$ cat src/rtl/timer_run_controller.sv
`default_nettype none
// ============================================================================
// timer_run_controller
// Initiator side of the tick/run/reached timer interface: clears the counter,
// arms it with a prescaled tick, and reports done/timeout with a watchdog.
// Optional macro TIMER_RUN_CONTROLLER_REACHED_SYNC_EN: two-flop reached sync.
// Revision: 1.0
// ============================================================================

module timer_run_controller #(
  parameter int unsigned TICK_DIV       = 4,
  parameter int unsigned CLEAR_CYCLES   = 2,
  parameter logic [15:0] WATCHDOG_TICKS = 16'hFFFF
) (
  input  logic        clk,
  input  logic        rst,
  input  logic        start,
  input  logic        abort,
  input  logic        reached,
  output logic        tick,
  output logic        run,
  output logic        busy,
  output logic        done,
  output logic        timeout,
  output logic [15:0] tick_count
);

  localparam int unsigned PW = $clog2(TICK_DIV);
  localparam int unsigned CW = (CLEAR_CYCLES > 1) ? $clog2(CLEAR_CYCLES) : 1;
  localparam logic [PW-1:0] PRESC_LAST = PW'(TICK_DIV - 1);
  localparam logic [CW-1:0] CLEAR_LAST = CW'(CLEAR_CYCLES - 1);

  localparam logic [2:0] S_IDLE    = 3'd0;
  localparam logic [2:0] S_CLEAR   = 3'd1;
  localparam logic [2:0] S_ARM     = 3'd2;
  localparam logic [2:0] S_DONE    = 3'd3;
  localparam logic [2:0] S_TIMEOUT = 3'd4;

  logic [2:0]    state_q, state_d;
  logic [PW-1:0] presc_q, presc_d;
  logic [CW-1:0] clear_cnt_q, clear_cnt_d;
  logic          tick_q, tick_d;
  logic          run_q, run_d;
  logic          busy_q, busy_d;
  logic          done_q, done_d;
  logic          timeout_q, timeout_d;
  logic [15:0]   tick_count_q, tick_count_d;
  logic          reached_s;

`ifdef TIMER_RUN_CONTROLLER_REACHED_SYNC_EN
  logic reached_meta_q, reached_meta_d;
  logic reached_sync_q, reached_sync_d;

  always_comb begin
    reached_meta_d = reached;
    reached_sync_d = reached_meta_q;
  end

  always_ff @(posedge clk) begin
    if (rst) begin
      reached_meta_q <= 1'b0;
      reached_sync_q <= 1'b0;
    end else begin
      reached_meta_q <= reached_meta_d;
      reached_sync_q <= reached_sync_d;
    end
  end

  assign reached_s = reached_sync_q;
`else
  logic reached_reg_q, reached_reg_d;

  always_comb begin
    reached_reg_d = reached;
  end

  always_ff @(posedge clk) begin
    if (rst) begin
      reached_reg_q <= 1'b0;
    end else begin
      reached_reg_q <= reached_reg_d;
    end
  end

  assign reached_s = reached_reg_q;
`endif

  // Outputs are decoded from the next state so each registered output lines
  // up with the state it describes.
  always_comb begin
    state_d      = state_q;
    clear_cnt_d  = '0;
    presc_d      = '0;
    tick_count_d = tick_count_q;

    case (state_q)
      S_IDLE: begin
        if (start) begin
          state_d      = S_CLEAR;
          tick_count_d = '0;
        end
      end
      S_CLEAR: begin
        if (abort) begin
          state_d = S_IDLE;
        end else if (clear_cnt_q == CLEAR_LAST) begin
          state_d = S_ARM;
        end else begin
          clear_cnt_d = clear_cnt_q + 1'b1;
        end
      end
      S_ARM: begin
        if (abort) begin
          state_d = S_IDLE;
        end else if (reached_s) begin
          state_d = S_DONE;
        end else if (tick_count_q >= WATCHDOG_TICKS) begin
          state_d = S_TIMEOUT;
        end else begin
          presc_d = (presc_q == PRESC_LAST) ? '0 : presc_q + 1'b1;
        end
      end
      S_DONE, S_TIMEOUT: begin
        state_d = S_IDLE;
      end
      default: begin
        state_d = S_IDLE;
      end
    endcase

    // Leaving ARM (reached, watchdog, abort) naturally suppresses a due tick.
    tick_d = (state_d == S_ARM) && (presc_d == PRESC_LAST);
    if (tick_d && (tick_count_q != 16'hFFFF)) begin
      tick_count_d = tick_count_q + 16'd1;
    end

    run_d     = (state_d == S_ARM);
    busy_d    = (state_d == S_CLEAR) || (state_d == S_ARM);
    done_d    = (state_d == S_DONE);
    timeout_d = (state_d == S_TIMEOUT);
  end

  always_ff @(posedge clk) begin
    if (rst) begin
      state_q      <= S_IDLE;
      presc_q      <= '0;
      clear_cnt_q  <= '0;
      tick_q       <= 1'b0;
      run_q        <= 1'b0;
      busy_q       <= 1'b0;
      done_q       <= 1'b0;
      timeout_q    <= 1'b0;
      tick_count_q <= '0;
    end else begin
      state_q      <= state_d;
      presc_q      <= presc_d;
      clear_cnt_q  <= clear_cnt_d;
      tick_q       <= tick_d;
      run_q        <= run_d;
      busy_q       <= busy_d;
      done_q       <= done_d;
      timeout_q    <= timeout_d;
      tick_count_q <= tick_count_d;
    end
  end

  assign tick       = tick_q;
  assign run        = run_q;
  assign busy       = busy_q;
  assign done       = done_q;
  assign timeout    = timeout_q;
  assign tick_count = tick_count_q;

endmodule

`default_nettype wire

$ cat config.mk
export PLATFORM = sky130hd
export DESIGN_NAME = timer_run_controller
export DESIGN_NICKNAME = d
export VERILOG_FILES = /design/src/rtl/timer_run_controller.sv
export SDC_FILE = /design/constraint.sdc
export NUM_CORES = 1
export LEC_CHECK = 0
export ABC_AREA = 1
export CORE_MARGIN = 2
export CORE_UTILIZATION = 42
export DETAILED_ROUTE_END_ITERATION = 16
export GPL_ROUTABILITY_DRIVEN = 0
export PLACE_DENSITY = 0.77
export SLEW_MARGIN = 0
export SYNTH_ARGS = -nofsm -noshare
export SYNTH_HDL_FRONTEND = slang
export SYNTH_SLANG_ARGS = --single-unit
$ cat constraint.sdc
create_clock -name clk -period 1.8 [get_ports clk]
set_input_delay 0.54 -clock clk [delete_from_list [all_inputs] [get_ports clk]]
set_output_delay 0.54 -clock clk [all_outputs]
set_load 0.05 [all_outputs]
==> results.md <==
* Outcome: finished, final reports clean
* Sequential share of the synthesized area at 0.3862
* R2R cell count at 8
* Post-synthesis cell count at 205
* Crit Path Class: reg -> reg
* Grt total ovfl at 0
* Clock transition at path regs at around 140 ps
* CP cell instances: ha_1 > nand3_2 > nor2_2 > nand2_2 > nand4_4 > buf_12 > nand3_1 > a21oi_1
* Crit-path max FO at 10
* Number of enable flip-flop cells after synthesis at 0
* Area Overhead vs Synth at 39.48%
* CP endpoint kind: register
* MaxCap Viol Count at 0
* DR DRC count at 0
* Hold Path Class: reg -> reg
* Reg2Reg Setup Slack at approximately 150 ps
* Arr. time, crit path at between 1500 and 2000 ps
* Number of global-route vias before repair at about 1300
* Cts-stage hold buffer count at 0
* # rows at 21
* Hold path endpoint: tick_count[0]$_SDFFE_PP0P_
* Slew @ Worst Pin at between 300 and 400 ps
* Netlist Area Pre-Place at ~1500 sq um
* Die height at 62.79 um
* Slowest CP cell: dfxtp_2
* Worst skew pair latency at around 330 ps
* Synth area leader: dfxtp_1
* Tmin final at 1653 ps
* Largest stage delay on the critical path at about 420 ps
* Num ports at 26
* Clock skew at roughly 1.5 ps
* Placed insts at around 280
* Crit path max-delay family: simple AND/OR/NAND/NOR gates
* Fin nets at between 200 and 300
* Syn Area/Cell at between 7 and 8 sq um
* Total Routing Usage GR at 0.1742
* Top cell type's share of synthesized area at 0.3862
* Starting Density at 0.4349
* Top FF cell, synth: dfxtp_1
* Slew margin rel. at 0.7987
* Yosys warns at 0
* Post-route design area at around 2000 sq um
* Final ANT Viol Nets at 0
* Period utilization at 0.9184
* Syn Nets at about 210
* Critical path buffers and inverters at 1
* Vias post-DR at approximately 1400
* Fraction of registers with async set/reset at 0
* Global-route wire length before repair at about 5.6 mm
* Detailed Place HPWL at 2.458 mm
* Detailed Routing Iterations Pass 1 at 4
* List of most frequent post-synthesis cells: 47 x nand2_1, 28 x dfxtp_1, 25 x nor2_1
* P_leak at ~0.84 nW
* Accumulated negative setup slack at 0 ps
* CTS Root Cell: clkbuf_4
* Non-Filler Instances at approximately 290
* Flops & latches, synth at 28
* End of the worst register-to-register path: tick_count[14]$_SDFFE_PP0P_
* Slew Limit Fails at 0
* Initial antenna violation count at 0
* Pin count of the biggest net entering global routing at 16
* Clock Tree Buf Depth at 2
* Port Buf Inserts at 25
* Unrepaired setup endpoints after global routing: false
* Fin. Hold Viols at 0
* Core area at roughly 3300 sq um
* F_max at approximately 600 MHz
* Hold Path Depth at 1
* Worst EP required at ~2100 ps
* Pre-CTS WS at -207.3 ps
* Layout cells sized above 1 at 0.2158
* Placed instance area at ~2000 sq um
* Total CTS buffers at 3
* Most frequent cell after synthesis: nand2_1
* Post-Route WL at approximately 3.2 mm
* Sinks on Clock Net at 28
* PostCTS Resize Cnt at 0
* Die width at 62.79 um
* Count of final setup violators at 0
* Critical path launch point type: register
* Clock tree from TritonCTS: done
* Pwr Density at ~470 nW/um^2
* Final worst setup slack at approximately 150 ps
* Drt via density at around 5
* Antenna cells at 0
* Reg2reg start: tick_count[1]$_SDFFE_PP0P_
* Routed WL per cell at ~11 um
* H-tree levels at 1
* Synth area leaders: dfxtp_1 39%, nand2_1 12%, nand3_1 7.6%
* Post-synthesis cell type count at 23
* Die Area at between 3000 and 4000 sq um
* # Post-CTS Setup Buffers at 0
* Hold Crit Start: tick_count[0]$_SDFFE_PP0P_
* DR iter-0 viols at 74
* Worst IR Drop VDD at 0.0003248 V
routing by layer:
| metal | share of wire | routed length (um) | GRT usage |
|---|---|---|---|
| met5 | 0 | 0 | 0 |
| met4 | 0.013 | 40 | 0.05833 |
| met3 | 0.049 | 157 | 0.02523 |
| met2 | 0.51 | 1611 | 0.3024 |
| met1 | 0.43 | 1371 | 0.2209 |
final cells by class:
class / count / area [sq um]
flip-flops and latches: 28 / 563.0
inverters: 23 / 86.33
fillers: 303 / 1313
multi-input cells: 148 / 767.0
clock buffers: 3 / 22.52
repair buffers: 39 / 528.0
well taps: 46 / 57.56
worst register-to-register path, cell delays in order (launching register included):
cell     delay, ps
dfxtp_2        420
ha_1           220
nand3_2        140
nor2_2         200
nand2_2        120
nand4_4        120
buf_12         140
nand3_1         60
a21oi_1        160
kinds of logic (layout without fill, tap and decap cells):
logic type,count (synthesis),count (layout),synth area share
adders and majority gates,2,2,0.01724
and+or+nand+nor,113,113,0.3698
DFF,28,28,0.3862
buffers and inverters,29,65,0.08534
xor gates and xnor gates,10,10,0.06035
AOI/OAI and AO/OA,23,23,0.08103
cell usage in the layout (no fill, tap or decap):
cell and instances:
o21ai_0 5, nand2_2 3, clkbuf_4 3, nor2_4 2, dfxtp_1 26, nor3b_1 1
buf_12 18, buf_4 17, nand2_1 47, xor2_1 7, dfxtp_2 2, nor3_1 1
nor2_1 25, clkdlybuf4s50_1 4, nand3b_1 1, inv_1 23, nor2_2 3, ha_1 2
xnor2_1 3, nor4_1 3, a21oi_1 17, nand3_2 3, nand4_4 1, nand3_1 22
o21bai_1 1, nand4_1 1
power by group:
| part | switching (mW) | internal [mW] | total (mW) | leakage, nW |
|---|---|---|---|---|
| clock network | 0.181 | 0.0788 | 0.260 | 0.0138 |
| registers | 0.00440 | 0.625 | 0.630 | 0.227 |
| logic | 0.0384 | 0.0226 | 0.0610 | 0.596 |
| total | 0.224 | 0.727 | 0.951 | 0.837 |
sequential cells by signal, indices dropped and copies added (netlist names):
signal	count
busy	1
tick	1
state_q	3
done	1
run	1
clear_cnt_q	1
reached_reg_q	1
presc_q	2
timeout	1
tick_count	16
through the flow:
stage / utilization / power [mW] / hold WS (ps)
CTS: 0.6067 / 0.9576 / 511.2
floorplan: - / 0.6789 / 486.8
global placement: 0.5999 / 0.7026 / 482.5
global route: 0.6067 / 0.9889 / 533.9
detailed placement: 0.5999 / 0.7035 / 492.0
finish: 0.6067 / 0.9506 / 508.0
worst max path at each step:
stage / end / slack [ps] / from / cells after the start
floorplan: tick_count[6]$_SDFFE_PP0P_ / 90 / tick_count[9]$_SDFFE_PP0P_ / 10
global placement: tick_count[14]$_SDFFE_PP0P_ / -130 / abort / 9
detailed placement: tick_count[14]$_SDFFE_PP0P_ / -210 / abort / 9
CTS: tick_count[14]$_SDFFE_PP0P_ / 130 / tick_count[1]$_SDFFE_PP0P_ / 8
global route: tick_count[6]$_SDFFE_PP0P_ / 20 / abort / 9
finish: tick_count[14]$_SDFFE_PP0P_ / 150 / tick_count[1]$_SDFFE_PP0P_ / 8
Power figures use the tool's default switching activity.
